$ cat config.mk
export PLATFORM = sky130hd
export DESIGN_NAME = btn_cmd_frontend
export DESIGN_NICKNAME = d
export VERILOG_FILES = /design/src/rtl/btn_cmd_frontend.sv
export SDC_FILE = /design/constraint.sdc
export NUM_CORES = 1
export LEC_CHECK = 0
export CAP_MARGIN = 20
export CORE_MARGIN = 5
export CORE_UTILIZATION = 50
export DETAILED_ROUTE_END_ITERATION = 6
export PLACE_DENSITY_LB_ADDON = 0.08
export SLEW_MARGIN = 10
export SYNTH_ARGS = -nofsm -noshare
export SYNTH_HDL_FRONTEND = slang
export SYNTH_SLANG_ARGS = --single-unit
$ cat constraint.sdc
create_clock -name clk -period 6.8 [get_ports clk]
set_input_delay 0.68 -clock clk [delete_from_list [all_inputs] [get_ports clk]]
set_output_delay 0.68 -clock clk [all_outputs]
set_load 0.02 [all_outputs]
$ cat src/rtl/btn_cmd_frontend.sv
// Board input front end: synchronises buttons/switches, debounces each button and
// merges near-simultaneous presses into a single one-cycle command pulse.
module btn_cmd_frontend #(
    parameter int BTN_BITS        = 4,
    parameter int SW_BITS         = 8,
    parameter int DEBOUNCE_CYCLES = 65536,
    parameter int CHORD_CYCLES    = 262144
) (
    input  logic                clk,
    input  logic                rst_n,
    input  logic [BTN_BITS-1:0] btn_raw,
    input  logic [SW_BITS-1:0]  sw_raw,
    output logic [BTN_BITS-1:0] btn,
    output logic [SW_BITS-1:0]  sw,
    output logic                cmd_valid,
    output logic [BTN_BITS-1:0] cmd_btn,
    output logic [SW_BITS-1:0]  cmd_sw,
    output logic                busy
);

    localparam int CNT_W = $clog2(DEBOUNCE_CYCLES);
    localparam int TMR_W = $clog2(CHORD_CYCLES);
    localparam logic [CNT_W-1:0] CNT_LAST = CNT_W'(DEBOUNCE_CYCLES - 1);
    localparam logic [TMR_W-1:0] TMR_LAST = TMR_W'(CHORD_CYCLES - 1);

    typedef enum logic [1:0] {
        IDLE,
        COLLECT,
        HOLD
    } state_t;

    logic [BTN_BITS-1:0] btn_s1;
    logic [BTN_BITS-1:0] btn_sync;
    logic [SW_BITS-1:0]  sw_s1;
    logic [CNT_W-1:0]    cnt [BTN_BITS];

    state_t              state, state_nxt;
    logic [BTN_BITS-1:0] chord, chord_nxt;
    logic [TMR_W-1:0]    timer, timer_nxt;
    logic                emit;

    // NOTE: registers use non-blocking assignments so every flop samples the pre-edge
    // value of its source; blocking here would collapse the two sync stages into one.
    always_ff @(posedge clk or negedge rst_n) begin
        if (!rst_n) begin
            btn_s1   <= '0;
            btn_sync <= '0;
            sw_s1    <= '0;
            sw       <= '0;
        end else begin
            btn_s1   <= btn_raw;
            btn_sync <= btn_s1;
            sw_s1    <= sw_raw;
            sw       <= sw_s1;
        end
    end

    // NOTE: the counter array is a bank of flops, not a RAM, so it is reset element by
    // element; leaving it unreset would let a stale count shorten the first debounce.
    always_ff @(posedge clk or negedge rst_n) begin
        if (!rst_n) begin
            btn <= '0;
            for (int i = 0; i < BTN_BITS; i++) cnt[i] <= '0;
        end else begin
            for (int i = 0; i < BTN_BITS; i++) begin
                if (btn_sync[i] == btn[i]) begin
                    cnt[i] <= '0;
                end else if (cnt[i] == CNT_LAST) begin
                    btn[i] <= btn_sync[i];
                    cnt[i] <= '0;
                end else begin
                    cnt[i] <= cnt[i] + CNT_W'(1);
                end
            end
        end
    end

    // NOTE: every signal driven here gets a default first, so no path leaves it
    // unassigned and no latch is inferred.
    always_comb begin
        state_nxt = state;
        chord_nxt = chord;
        timer_nxt = timer;
        emit      = 1'b0;
        case (state)
            IDLE: begin
                if (btn != '0) begin
                    chord_nxt = btn;
                    timer_nxt = '0;
                    state_nxt = COLLECT;
                end
            end
            COLLECT: begin
                chord_nxt = chord | btn;
                if (timer == TMR_LAST || btn == '0) begin
                    emit      = 1'b1;
                    state_nxt = HOLD;
                end else begin
                    timer_nxt = timer + TMR_W'(1);
                end
            end
            HOLD: begin
                if (btn == '0) state_nxt = IDLE;
            end
            default: state_nxt = IDLE;
        endcase
    end

    // Command fields are only loaded on emit so they stay readable after the pulse.
    always_ff @(posedge clk or negedge rst_n) begin
        if (!rst_n) begin
            state     <= IDLE;
            chord     <= '0;
            timer     <= '0;
            cmd_valid <= 1'b0;
            cmd_btn   <= '0;
            cmd_sw    <= '0;
        end else begin
            state     <= state_nxt;
            chord     <= chord_nxt;
            timer     <= timer_nxt;
            cmd_valid <= emit;
            if (emit) begin
                cmd_btn <= chord | btn;
                cmd_sw  <= sw;
            end
        end
    end

    assign busy = (state != IDLE);

endmodule

After elaboration in Yosys (flattened, before gate mapping)
Cells that the tools add are included.

Register bits after elaboration: 129. Input bits: 14. Output and inout port bits: 26. Word-level logic and storage cells: 75.

Add/subtract/negate cells: 5. Equal/unequal tests: 15. Muxes and demuxes: 19. Bitwise operators: 5. Reduce and logical (&&, ||, !) cells: 13.

Operators by type and width (count): two-way mux 16 bit (8); adder 16 x 1 -> 16 bit, second input constant (4); == test 16 bit, second input constant (4); two-way mux 18 bit (2); case mux 18 bit (2 select lines) (1); adder 18 x 1 -> 18 bit, second input constant (1); == test 18 bit, second input constant (1); AND reduction 2 bit (5); != test 2 bit, second input constant (4); case mux 4 bit (2 select lines) (1); two-way mux 2 bit (3); case mux 2 bit (3 select lines) (1); AND reduction 3 bit (2); == test 1 bit (4); zero test 4 bit (1); two-way mux 4 bit (1); inverter 1 bit (4); bitwise OR 4 bit (1); nonzero test 2 bit (2); nonzero test 4 bit (1); == test 2 x 1 -> 1 bit, second input constant (1); == test 2 bit, second input constant (1); zero test 2 bit (1); two-way mux 1 bit (2); logical OR 1 bit (1).

Longest topological paths before layout
Gate-level depths: netlist (run 1).

Depth after elaboration: 4. Mapped depth: 7. Mapped depth without buffers: 6.

Least setup slack after synthesis (run 1)
OpenSTA, ideal clock, no wires.

Kind: register -> register. From: reg timer[0]. To: reg cmd_sw[4]. Setup time: 0.125 ns. Arrival: 2.000 ns. Data required time: 6.675 ns. Setup slack: 4.675 ns. Cell stages (with the launch flop): 8. Path buffers: 1. Clock period less this slack: 2.125 ns. Cells stage by stage: dfrtp_1 > ha_1 > nand3_1 > nor4_4 > nand2_4 > a21oi_4 > buf_12 > mux2_4.

Word-level cells in the longest chain between the ends: 4.

RTL lines: start, declared (line 39) `logic [TMR_W-1:0] timer, timer_nxt;`; start signal, assigned (line 121) `timer <= timer_nxt;`; == test 18 bit (line 95) `if (timer == TMR_LAST || btn == '0) begin`; logical OR 1 bit (line 95); two-way mux 1 bit (line 95); two-way mux 1 bit (line 85) `case (state)`; net emit (line 40) `logic emit;`; end signal, assigned (line 125) `cmd_sw <= sw;`; end, declared (line 17) `output logic [SW_BITS-1:0] cmd_sw,`.

The timed path passes the listed nets, and every way through them passes these cells. A chain may end at the register's enable or synchronous reset.

Worst setup path after layout (run 1)
From: reg state[0]. To: out busy.

Word-level cells in the longest chain between the ends: 1.

RTL lines: start, declared (line 37) `state_t state, state_nxt;`; start signal, assigned (line 119) `state <= state_nxt;`; nonzero test 2 bit (line 130) `assign busy = (state != IDLE);`; end, declared (line 18) `output logic busy`.

Every way passes these cells.

==> results of run 1 <==
[layer usage]
layer	routed length, µm	vias to the layer above
li1	-	1826
met1	4639	1755
met2	4673	46
met3	350	13
met4	141	0
met5	0	-
[synth_stat cells, types with 2 or more instances]
library cell,instances
clkbuf_1,6
a31oi_1,4
a211o_1,4
xnor2_1,26
and3_1,9
buf_2,2
nor2_1,97
inv_1,18
nand3_1,38
nor3_1,6
o31ai_1,2
xor2_1,34
nand2b_1,8
mux2_4,4
nor4_1,4
a41oi_1,2
mux2i_1,4
nand4_1,16
nand2_1,31
mux2_2,8
dfrtp_1,129
o21ai_0,25
a21oi_1,8
and4_1,5
ha_1,5
[worst min-delay path by stage]
stage                        to  slack, ns  cells after the start
finish                  cnt[36]       0.11                      1
global route            cnt[36]       0.13                      1
floorplan           btn_sync[0]       0.33                      0
global placement          sw[7]       0.33                      0
CTS                     cnt[36]       0.35                      1
detailed placement  btn_sync[3]       0.33                      0
[worst reg2reg max path: cells and delay by family (launching register included)]
kind | cells | cell delay (ns)
AND/OR/NAND/NOR | 3 | 0.82
AO/OA/AOI/OAI | 1 | 0.50
flip-flops | 1 | 0.41
multiplexers | 1 | 0.40
adder cells (fa/ha/maj) | 1 | 0.24
[sequential cells by signal, summed over array words and instances, names as in the netlist]
register	cells
cmd_sw	8
cmd_valid	1
sw_s1	8
cnt	64
chord	4
btn	4
cmd_btn	4
btn_s1	4
sw	8
timer	18
state	2
btn_sync	4
[cells by family after synthesis]
logic type,count (synthesis),synth area share
and+or+nand+nor,222,0.1923
DFF,129,0.5892
xor gates and xnor gates,60,0.09591
AOI/OAI and AO/OA,49,0.05458
buffers and inverters,27,0.02192
muxes,16,0.03471
adders and majority gates,5,0.01142
[report_power, final]
group          internal, mW  leakage [nW]  switching, mW  total [mW]
Clock                 0.473         0.257          0.302       0.775
Sequential            0.782          1.74        0.00883       0.790
Combinational        0.0190         0.917         0.0309      0.0499
[stage by stage]
stage                     worst slack (ns)  hold slack [ns]  instances
after floorplan                      4.675           0.3312        508
after global placement               4.361           0.3329        679
after detailed placement             4.300           0.3347        679
after CTS                            4.214           0.3462        707
after global routing                 4.151           0.1265        708
final                                4.250           0.1118        708
[final cells by class]
| type | instances | area share |
|---|---|---|
| Multi-Input combinational cell | 352 | 0.3266 |
| Clock buffer | 21 | 0.07192 |
| Timing Repair Buffer | 41 | 0.06367 |
| Tap cell | 140 | 0.02685 |
| Sequential cell | 129 | 0.4948 |
| Clock inverter | 7 | 0.005754 |
| Inverter | 18 | 0.01036 |
==> qor.yml, run 1 <==
clock_network:
  cts_tree: "yes"
  postCtsHoldBufs: 0
  clock_latency_ns: 0.52
  numCtsBuffers: 17
  ctsLongestPathBuffers: 2
  clk_pin_slew_ns: 0.06
  root_buffer: "clkbuf_8"
  post-cts-setup-buffers: 0
  clock-sinks: 129
  h-tree-depth: 4
  cts_resized: 0
grt:
  grt_util_met1: 0.2121
  use_met3: 0.06501
  grt.total_usage: 0.1666
  gr-total-overflow: 0
  use_met2: 0.2608
  grt_pass1_wl_mm: 17.18
  grt_pass1_vias: 3709
  busiest_layer: "met2"
  antenna_found_initial: 0
  grt_max_degree: 80
routing:
  drtAntennaViolNets: 0
  post-route-drc-count: 0
  drt-initial-drc-count: 253
  firstDrtPassIters: 4
  drt_wl_total_mm: 9.804
  avgRoutedWirePerCell_um: 13.85
  drt-vias-per-instance: 5.141
  vias: 3640
logic_synthesis:
  yosysTopAreaCell: "dfrtp_1"
  ys.flop_type: "dfrtp_1"
  ys_ff_latch: 129
  yosysWarnings: 0
  syn-cell-area_um2: 5479
  synth_edf_count: 0
  ys_seq_area_frac: 0.5892
  yosys-top-cells-area: "dfrtp_1, nor2_1, xor2_1"
  yosysUniqueCellTypes: 38
  syn-num-nets: 527
  syn-mean-instance-area_um2: 10.79
  yosysTopAreaCellShare: 0.5892
  synthCells: 508
  synth-async-reset-ratio: 1.000
finish:
  utilization: 0.6045
  register_area_um2: 3228
  syn2layout_area_growth_pct: 19.07
  final_cell_area_um2: 6524
  fillCellCount: 895
  multi_input_area_um2: 2131
  layout-drive-gt1-share: 0.08803
  antenna_cells: 0
  mostFrequentLayoutCell: "dfrtp_1"
  final_cell_mix: "dfrtp_1, nor2_1, nand3_1, clkdlybuf4s50_1, xor2_1"
  nets: 578
setup_path:
  crit_type: "reg -> out"
  crit_fanout: 9
  crit_cells: 2
  path_delay_family: "buffers and inverters"
  r2r_cells: 6
  cp_num_buf_inv: 1
  startpoint: "state[0]"
  slowest_stage: "clkdlybuf4s50_1"
  r2r_start: "timer[0]"
  r2r_end: "cmd_sw[1]"
  worstSetupStartpointType: "flop"
  max_stage_delay_ns: 0.55
  cp-end-kind: "output pin"
  r2r_setup_slack_ns: 4.32
  setup.worst_path.end: "busy"
  crit_required_ns: 6.12
  cp_cell_sequence: "or2_2 > clkdlybuf4s50_1"
  crit_arrival_ns: 1.87
job:
  max_cap_violations: 0
placement:
  port_buffers: 39
  dpl.hpwl_mm: 6.491
  gp_congestion: 0.7854
  placed_cell_area_um2: 5997
sta:
  relSlewSlack: 0.5215
  drv_slew: 0
  worst_slew_pin_slew_ns: 0.7112
  worst_clock_skew_ns: 0.007759
  final_hold_viol_count: 0
  finalSetupViolCount: 0
  fmax_mhz: 392.2
  fin_crit_sh: 0.3749
  rsz0062_at_grt: "no"
  finalSetupTns_ns: 0
  period_needed_ns: 2.550
die:
  die_x_um: 114.7
  fp.dieH_um: 114.7
  dieArea_um2: 13150
  ios: 40
  fp-row-count: 38
  start_util: 0.5077
  coreArea_um2: 10790
power_and_ir_drop:
  peakVddDrop_mv: 0.1635
  leakage_nw: 2.910
  power_density_nw_per_um2: 247.6
  power_mw: 1.615
hold_path:
  hold_path.class: "in -> async"
status:
  status: "finished clean"
(Power assumes the default switching activity.)
==> run 2: changes to the inputs <==
==> constraint.sdc (replaced) <==
create_clock -name clk -period 2.22 [get_ports clk]
set_input_delay 0.222 -clock clk [delete_from_list [all_inputs] [get_ports clk]]
set_output_delay 0.222 -clock clk [all_outputs]
set_load 0.02 [all_outputs]
==> run 2 against run 1 <==
Against the previous run:
- via count up 2.6%
- setup slack worse by 4.1 ns
- first-iteration DRC count is 18% higher
- sequential power increased to 3.1 times the previous value
- cell count is 2.1% higher
- clock skew is essentially flat
- sequential cell count unchanged
- combinational power grew to 3.2 times the previous value
- hold slack better by 0.026 ns
- power rose to 3.3 times the previous value
- final area rose by 2.9%
- wire length up 4.0%
==> qor.yml, run 2 (synthesis results as in run 1) <==
status:
  status: "finished clean"  # unchanged
sta:
  period_needed_ns: 2.103
  rsz0062_at_grt: "no"  # unchanged
  drv_slew: 0  # unchanged
  final_hold_viol_count: 0  # unchanged
  worst_slew_pin_slew_ns: 0.6003  # was 0.7112 ns
  worst_clock_skew_ns: 0.007351  # was 0.007759 ns
  fin_crit_sh: 0.9474
  relSlewSlack: 0.5998  # was 0.5215
  finalSetupViolCount: 0  # unchanged
  hold_slack_ns: 0.1376  # was 0.1118 ns
  fmax_mhz: 475.4
  finalSetupTns_ns: 0  # unchanged
power_and_ir_drop:
  power_density_nw_per_um2: 792.4  # was 247.6 nW/µm²
  power_frac_comb: 0.030  # was 0.031
  swShare: 0.1994  # was 0.2118
  power_mw: 5.321  # was 1.615 mW
  peakVddDrop_mv: 0.5922  # was 0.1635 mV
  seqPwrFrac: 0.455  # was 0.489
  intPower_mw: 4.260  # was 1.273 mW
  switching_power_mw: 1.061  # was 0.3421 mW
  pwr-share-clk: 0.515  # was 0.480
  leakage_nw: 3.018  # was 2.910 nW
die:
  dieArea_um2: 13150  # unchanged
  start_util: 0.5077  # unchanged
  ios: 40  # unchanged
  fp-row-count: 38  # unchanged
  fp.dieH_um: 114.7  # unchanged
  coreArea_um2: 10790  # unchanged
  die_x_um: 114.7  # unchanged
setup_path:
  path_delay_family: "buffers and inverters"  # unchanged
  r2r_cells: 7  # was 6
  slowest_stage: "clkdlybuf4s50_1"  # unchanged
  crit_type: "reg -> out"  # unchanged
  startpoint: "state[0]"  # unchanged
  crit_cells: 2  # unchanged
  r2r_end: "cmd_sw[5]"  # was cmd_sw[1]
  setup.worst_path.end: "busy"  # unchanged
  crit_arrival_ns: 1.88  # was 1.87 ns
  crit_fanout: 9  # unchanged
  r2r_start: "timer[0]"  # unchanged
  max_stage_delay_ns: 0.55  # about the same
  worstSetupStartpointType: "flop"  # unchanged
  cp-end-kind: "output pin"  # unchanged
  cp_num_buf_inv: 1  # unchanged
  crit_required_ns: 2.00  # was 6.12 ns
  cp_cell_sequence: "or2_2 > clkdlybuf4s50_1"  # unchanged
  r2r_setup_slack_ns: 0.15  # was 4.32 ns
clock_network:
  h-tree-depth: 4  # unchanged
  clock_latency_ns: 0.52  # about the same
  root_buffer: "clkbuf_8"  # unchanged
  cts_tree: "yes"  # unchanged
  ctsLongestPathBuffers: 2  # unchanged
  clock-sinks: 129  # unchanged
  clk_pin_slew_ns: 0.06  # about the same
  numCtsBuffers: 17  # unchanged
finish:
  reg_top3: "cnt: 64 flops, timer: 18 flops"  # unchanged
  layout-drive-gt1-share: 0.1063  # was 0.08803
  largest_reg_flops: 64  # unchanged
  nets: 592  # was 578
  antenna_cells: 0  # unchanged
  multi_input_area_um2: 2140  # was 2131 µm²
  fillCellCount: 880  # was 895
  syn2layout_area_growth_pct: 22.56  # was 19.07%
  register_area_um2: 3228  # unchanged
  regMostFlops: "cnt"  # unchanged
  utilization: 0.6222  # was 0.6045
  final_cell_area_um2: 6715  # was 6524 µm²
  final_cell_mix: "dfrtp_1, nor2_1, nand3_1, clkdlybuf4s50_1, xor2_1"  # unchanged
  mostFrequentLayoutCell: "dfrtp_1"  # unchanged
routing:
  post-route-drc-count: 0  # unchanged
  drtAntennaViolNets: 0  # unchanged
  avgRoutedWirePerCell_um: 14.11  # was 13.85 µm
  drt_wl_total_mm: 10.20  # was 9.804 mm
  drt-vias-per-instance: 5.165  # was 5.141
  drt-initial-drc-count: 299  # was 253
  vias: 3734  # was 3640
  firstDrtPassIters: 4  # unchanged
grt:
  grt_pass1_vias: 3809  # was 3709
  grt_max_degree: 52  # was 80
  antenna_found_initial: 0  # unchanged
  gr-total-overflow: 0  # unchanged
  grt.total_usage: 0.1767  # was 0.1666
  grt_pass1_wl_mm: 18.18  # was 17.18 mm
job:
  max_cap_violations: 0  # unchanged
placement:
  placed_cell_area_um2: 6115  # was 5997 µm²
  gp_congestion: 0.8011  # was 0.7854
  dpl.hpwl_mm: 6.738  # was 6.491 mm
  port_buffers: 39  # unchanged
hold_path:
  hold_path.class: "in -> reg"  # was in -> async
  worstHoldStart: "btn_raw[2]"
-- run 2: layout make-up --
type	count	area share
flip-flops and latches	129	0.4807
multi-input cells	352	0.3186
repair buffers	55	0.07788
clock buffers	23	0.07099
well taps	140	0.02609
clock inverters	6	0.01565
inverters	18	0.01006
-- run 2: timing repair --
action | 4_1_cts | 5_1_grt
hold buffers | 1 | 0
gates resized for setup | 0 | 1
buffers inserted | 0 | 0
setup endpoints to repair | 0 | 3
endpoints found under the hold margin | 43 | 0
-- run 2: how the worst min path moves through the flow --
stage	to	slack (ns)	cells past startpoint
2_1_floorplan	btn[0]	-0.07	0
3_3_place_gp	cnt[37]	0.28	1
3_5_place_dp	cnt[39]	0.28	1
4_1_cts	btn_s1[2]	0.1	1
5_1_grt	btn_s1[2]	0.1	1
6_report	btn_s1[2]	0.14	1
-- run 2: stage by stage --
stage	instances	setup WS [ns]
2_1_floorplan	508	0.09454
3_3_place_gp	693	0.2270
3_5_place_dp	693	0.1782
4_1_cts	723	0.08381
5_1_grt	723	0.01397
6_report	723	0.1167
-- run 2: routing by layer --
layer,global-route usage,wire length (µm),part of all wire,up-vias
li1,-,-,-,1851
met1,0.2239,4766,0.47,1829
met2,0.2809,5003,0.49,47
met3,0.06395,350,0.034,7
met4,0.06097,78,0.0076,0
met5,0,0,0,-
-- run 2: power groups by stage --
stage / clock network [mW] / registers [mW] / logic [mW]
2_1_floorplan: 0 / 2.47 / 0.0489
6_report: 2.74 / 2.42 / 0.158
3_3_place_gp: 0 / 2.46 / 0.159
3_5_place_dp: 0 / 2.46 / 0.162
4_1_cts: 2.82 / 2.42 / 0.165
5_1_grt: 2.93 / 2.43 / 0.183
